### src/rtl/core_axi_bridge.sv
// Bridges one core SRAM-style port to a single-beat AXI4 master.
// One load/store is in flight at a time, and the core is stalled through sync until it completes.
module core_axi_bridge #(
    parameter int          CPU_ADDR_BITS = 14,
    parameter logic [31:0] BASE_ADDR     = 32'h0000_0000
) (
    input  logic                     clk,
    input  logic                     rst,
    input  logic                     cpu_req_r,
    input  logic [CPU_ADDR_BITS-1:0] cpu_addr,
    input  logic [3:0]               cpu_write_en,
    input  logic [31:0]              cpu_wdata,
    output logic [31:0]              cpu_rdata,
    output logic                     sync,
    output logic                     bus_err,
    output logic [31:0]              araddr,
    output logic                     arvalid,
    input  logic                     arready,
    input  logic [31:0]              rdata,
    input  logic [1:0]               rresp,
    input  logic                     rvalid,
    output logic                     rready,
    output logic [31:0]              awaddr,
    output logic                     awvalid,
    input  logic                     awready,
    output logic [31:0]              wdata,
    output logic [3:0]               wstrb,
    output logic                     wvalid,
    input  logic                     wready,
    input  logic [1:0]               bresp,
    input  logic                     bvalid,
    output logic                     bready
);

    // state | meaning
    // IDLE  | waiting for a core request
    // RADDR | AR channel valid, waiting for arready
    // RDATA | rready high, waiting for rvalid
    // WADDR | AW and W valid, each dropped after its own handshake
    // WRESP | bready high, waiting for bvalid
    // DONE  | single unstalled cycle so the core pipeline advances
    typedef enum logic [2:0] {
        IDLE  = 3'd0,
        RADDR = 3'd1,
        RDATA = 3'd2,
        WADDR = 3'd3,
        WRESP = 3'd4,
        DONE  = 3'd5
    } state_t;

    state_t      r_state;
    state_t      w_next;
    logic [31:0] r_addr;
    logic [31:0] r_wdata;
    logic [3:0]  r_wstrb;
    logic [31:0] r_rdata;
    logic        r_aw_done;
    logic        r_w_done;
    logic        r_bus_err;
    logic        w_is_wr;
    logic        w_new_req;
    logic        w_accept;

    assign w_is_wr   = |cpu_write_en;
    assign w_new_req = cpu_req_r | w_is_wr;
    assign w_accept  = (r_state == IDLE) && w_new_req;

    assign araddr    = r_addr;
    assign awaddr    = r_addr;
    assign wdata     = r_wdata;
    assign wstrb     = r_wstrb;
    assign cpu_rdata = r_rdata;
    assign bus_err   = r_bus_err;

    always_comb begin
        w_next  = r_state;
        sync    = 1'b0;
        arvalid = 1'b0;
        rready  = 1'b0;
        awvalid = 1'b0;
        wvalid  = 1'b0;
        bready  = 1'b0;
        case (r_state)
            IDLE: begin
                if (w_new_req) begin
                    sync   = 1'b1;
                    w_next = w_is_wr ? WADDR : RADDR;
                end
            end
            RADDR: begin
                sync    = 1'b1;
                arvalid = 1'b1;
                if (arready) w_next = RDATA;
            end
            RDATA: begin
                sync   = 1'b1;
                rready = 1'b1;
                if (rvalid) w_next = DONE;
            end
            WADDR: begin
                sync    = 1'b1;
                awvalid = ~r_aw_done;
                wvalid  = ~r_w_done;
                if ((r_aw_done | awready) && (r_w_done | wready)) w_next = WRESP;
            end
            WRESP: begin
                sync   = 1'b1;
                bready = 1'b1;
                if (bvalid) w_next = DONE;
            end
            DONE:    w_next = IDLE;
            default: w_next = IDLE;
        endcase
    end

    always_ff @(posedge clk or negedge rst) begin
        if (!rst) begin
            r_state   <= IDLE;
            r_addr    <= 32'h0;
            r_wdata   <= 32'h0;
            r_wstrb   <= 4'h0;
            r_rdata   <= 32'h0;
            r_aw_done <= 1'b0;
            r_w_done  <= 1'b0;
            r_bus_err <= 1'b0;
        end else begin
            r_state   <= w_next;
            r_bus_err <= ((r_state == RDATA) && rvalid && (rresp != 2'b00)) ||
                         ((r_state == WRESP) && bvalid && (bresp != 2'b00));
            // Payload is latched once so later core input changes cannot disturb AXI.
            if (w_accept) begin
                r_addr    <= {BASE_ADDR[31:CPU_ADDR_BITS+2], cpu_addr, 2'b00};
                r_wdata   <= cpu_wdata;
                r_wstrb   <= cpu_write_en;
                r_aw_done <= 1'b0;
                r_w_done  <= 1'b0;
            end
            if (r_state == WADDR) begin
                if (awvalid && awready) r_aw_done <= 1'b1;
                if (wvalid && wready)   r_w_done  <= 1'b1;
            end
            if ((r_state == RDATA) && rvalid) r_rdata <= rdata;
        end
    end

endmodule

### config.mk
export PLATFORM = sky130hd
export DESIGN_NAME = core_axi_bridge
export DESIGN_NICKNAME = d
export VERILOG_FILES = /design/src/rtl/core_axi_bridge.sv
export SDC_FILE = /design/constraint.sdc
export NUM_CORES = 1
export LEC_CHECK = 0
export CORE_AREA = 2 2 91 93
export DETAILED_ROUTE_END_ITERATION = 7
export DIE_AREA = 0 0 93 95
export DONT_BUFFER_PORTS = 1
export PLACE_DENSITY = 0.69
export SLEW_MARGIN = 30
export SYNTH_ARGS = -nofsm -noshare
export SYNTH_HDL_FRONTEND = slang
export SYNTH_SLANG_ARGS = --single-unit
### constraint.sdc
create_clock -name clk -period 1.7 [get_ports clk]
set_input_delay 0.255 -clock clk [delete_from_list [all_inputs] [get_ports clk]]
set_output_delay 0.255 -clock clk [all_outputs]
set_load 0.005 [all_outputs]
# Yosys cells after proc, flatten, opt, wreduce, memory -nomap -nowiden
# Cells that the tools add are included.
# W data, S select, Z words.
# op_classes
bitwise	5
mux	20
n_reduce_logical	15
eq_ne	9
# op_table
op	n
$mux W3	5
$pmux W3 S5	1
$mux W1	12
$ne A2 B2 Y1 const B	5
$logic_and A1 B1 Y1	8
$reduce_or A4 Y1	2
$eq A3 B2 Y1 const B	2
$reduce_and A5 Y1	1
$reduce_bool A2 Y1	2
$eq A3 B1 Y1 const B	1
$eq A3 B3 Y1 const B	1
$logic_not A3 Y1	1
$or A1 B1 Y1	3
$mux W2	1
$not A1 Y1	2
$pmux W1 S2	1
$logic_or A1 B1 Y1	1
# totals
input_bits	94
register_bits	88
word_cells	57
out_inout_bits	139

# Depth between registers and ports, before layout
# depth
depth_word	6
ltp_mapped	6
ltp_nobuf	3

# Worst setup path after synthesis
# No wires, ideal clock.
# synth_timing
path_kind	input -> register
startpoint	in cpu_write_en[1]
endpoint	reg r_addr[10], in the netlist araddr[10]
slack_ns	0.017
t_arrival_ns	1.558
path_stages	4
setup_time_ns	0.125
path_buffers	1
cell_sequence	or4_4 > o21ai_4 > buf_6 > mux2_2
# synth_via
elab_chain_len	3
# synth_rtl
item	line_no	rtl
start: declaration	11	input logic [3:0] cpu_write_en,
$reduce_or A4 Y1	64	assign w_is_wr = |cpu_write_en;
$or A1 B1 Y1	65	assign w_new_req = cpu_req_r | w_is_wr;
$logic_and A1 B1 Y1	66	assign w_accept = (r_state == IDLE) && w_new_req;
end signal: assignment	132	r_addr <= {BASE_ADDR[31:CPU_ADDR_BITS+2], cpu_addr, 2'b00};
end: declaration	53	logic [31:0] r_addr;
# Every way passes these cells.
# A chain may end at the register's enable or synchronous reset.

# Worst setup path in the final report
# layout_timing
startpoint	reg r_state[1]
endpoint	out sync
# layout_via
elab_chain_len	3
word_cells_on_any_way	7
# layout_rtl
item	line_no	rtl
start: declaration	51	state_t r_state;
start signal: assignment	127	r_state <= w_next;
$eq A3 B2 Y1 (tied with other cells)	83	case (r_state)
$reduce_or A4 Y1 (no source line)	n/a	
$pmux W1 S2 *	83	
end: declaration	14	output logic sync,
# Every way passes the cells marked *; elsewhere a longest branch is shown, timed or not.

==> results.sh <==
export IMPL_hold_violations=88
export IMPL_drt_total_wl_um=6880
export IMPL_status="complete, but fails checks"
export IMPL_drcViolationCount=0
export IMPL_avgViaCountPerCell=5.13
export IMPL_htree_num_levels=3
export IMPL_cap_violations=0
export IMPL_seq_area_frac_synth_pct=57.5
export IMPL_numCtsBuffers=9
export IMPL_startpoint_type="flop"
export IMPL_whs_ns=-0.411
export IMPL_tritoncts="done"
export IMPL_violations="hold timing"
export IMPL_period_needed_ns=1.58
export IMPL_regToRegSetupSlack_ns=0.16
export IMPL_endpoint_kind="primary output"
export IMPL_setup_viol=0
export IMPL_async_flop_share_pct=100
export IMPL_grt_pass1_vias=1895
export IMPL_pin_count=233
export IMPL_cp_max_fo=5
export IMPL_core_um2=7930
export IMPL_ant_nets=0
export IMPL_placed_cells=356
export IMPL_critPathRequiredTime_ns=1.44
export IMPL_clock_fmax_ghz=0.634
export IMPL_post_route_period_util_pct=92.9
export IMPL_fillers=681
export IMPL_grt_util_all_layers_pct=15.4
export IMPL_rsz0062_at_grt="false"
export IMPL_io_buffers=0
export IMPL_ys_ff_latch=88
export IMPL_clk_latency_ns=0.35
export IMPL_area_growth_syn_to_layout_pct=2.19
export IMPL_synth_cell_types=29
export IMPL_cts_sinks=88
export IMPL_reg2reg_from="r_state[0]$_DFFE_PN0P_"
export IMPL_p_per_area_nw_per_um2=1960
export IMPL_cts_setup_buffers=0
export IMPL_nets=356
export IMPL_crit_start="r_state[1]$_DFFE_PN0P_"
export IMPL_num_vias=1907
export IMPL_leakage_uw=0.00174
export IMPL_clockBufferDepth=2
export IMPL_grt_overflow_total=0
export IMPL_synth_area_um2=3830
export IMPL_grt_pass1_wl_um=9960
export IMPL_row_count=33
export IMPL_hp_class="in -> async"
export IMPL_detailed_place_area_um2=3720
export IMPL_drive_above_1_share_pct=40.8
export IMPL_die_area_um2=8840
export IMPL_antenna_found_initial=0
export IMPL_setup_slack_ns=0.122
export IMPL_syn_avg_cell_area_um2=14.2
export IMPL_die_w_um=93
export IMPL_synth_flop_cell="dfrtp_1"
export IMPL_clock_skew_ns=0.00791
export IMPL_worstPathArrival_ns=1.32
export IMPL_diodes=0
export IMPL_dpl_hpwl_um=5010
export IMPL_crit_type="reg -> out"
export IMPL_final_area_um2=3920
export IMPL_cts_resized=0
export IMPL_final_core_util_pct=49.4
export IMPL_drv_slew=0
export IMPL_grt_max_degree=89
export IMPL_initial_utilization_pct=48.3
export IMPL_total_power_uw=7660
export IMPL_synth_edf_count=0
export IMPL_clk_pin_slew_worst_paths_ns=0.09
export IMPL_synthCells=269
export IMPL_dr_pass1_iters=4
export IMPL_cts_root_buf="clkbuf_8"
export IMPL_die_h_um=95
export IMPL_pre_cts_ws_ns=-0.0511
export IMPL_final_cells=372
export IMPL_wl_per_cell_um=18.5
export IMPL_routabilityCongestion=0.811
export IMPL_drt_iter0_drc=54
export IMPL_ir_drop_v=0.000854
export IMPL_synth_warning_count=0
sequential cells by signal, indices dropped and copies added (netlist names):
| name | flops |
|---|---|
| cpu_rdata | 32 |
| wdata | 32 |
| araddr | 14 |
| wstrb | 4 |
| r_state | 3 |
| bus_err | 1 |
| r_aw_done | 1 |
| r_w_done | 1 |
worst max-delay path, stage by stage (launching register included):
cell	delay, ns
dfrtp_1	0.44
buf_4	0.18
nor2_1	0.13
nor2b_1	0.06
a21oi_1	0.17
worst paths after layout:
path | endpoint | cells past startpoint
setup / recovery | sync | 4
hold / removal | cpu_rdata[14]$_DFFE_PN0P_ | 0
setup reg to reg | cpu_rdata[12]$_DFFE_PN0P_ | 4
hold reg to reg | r_aw_done$_DFF_PN0_ | 1
max in group asynchronous | wdata[21]$_DFFE_PN0P_ | 0
min in group clk | r_aw_done$_DFF_PN0_ | 1
report_power, final:
group          internal [µW]  switching, µW
Sequential              3180            942
Combinational           1390            800
Clock                    618            729
layer usage:
| layer | track usage, % | share of wire [%] |
|---|---|---|
| met3 | 8.06 | 13 |
| met2 | 25.0 | 52 |
| met5 | 0 | 0 |
| met4 | 8.21 | 1.8 |
| met1 | 16.2 | 34 |
cells in the mapped netlist, drive strengths merged, types with 2 or more instances:
master | count | share of area (%)
nor3 | 2 | 0.56
dfrtp | 88 | 57
a22o | 7 | 1.6
buf | 59 | 12
or4 | 2 | 0.49
o21ai | 3 | 0.69
inv | 3 | 0.29
nor2b | 4 | 0.65
clkbuf | 3 | 0.29
nor2 | 6 | 0.59
mux2 | 79 | 23
per-stage QoR:
stage | TNS (ns) | hold WS [ns]
after floorplan | 0 | -0.0406
after global placement | -0.328 | -0.0384
after detailed placement | -0.758 | -0.0388
after CTS | 0 | -0.434
after global routing | 0 | -0.445
final | 0 | -0.411
cell type report:
cell class                 count  area, µm²  area share [%]
clock buffer                  11        151            3.87
clock inverter                 5       40.0            1.02
inverter                       3       11.3           0.288
multi-input combinational    151       1290            32.9
sequential                    88       2200            56.2
tap                          105        131            3.36
timing repair buffer           9       92.6            2.36
kinds of logic after synthesis:
family / share of synthesized area, %
flops: 57.5
buf+inv: 12.4
simple gates: 3.07
compound gates: 3.49
other cells: 0.0979
mux: 23.5
cell usage in the layout, fill, tap and decap left out, types with 2 or more instances in the layout:
cell type / n
conb_1: 36
mux2_2: 79
buf_12: 2
buf_4: 7
inv_1: 3
clkinvlp_4: 3
dfrtp_1: 88
nor2_1: 6
o21ai_0: 2
clkbuf_8: 11
a22o_1: 7
nor2b_1: 4
Power figures use the tool's default switching activity.
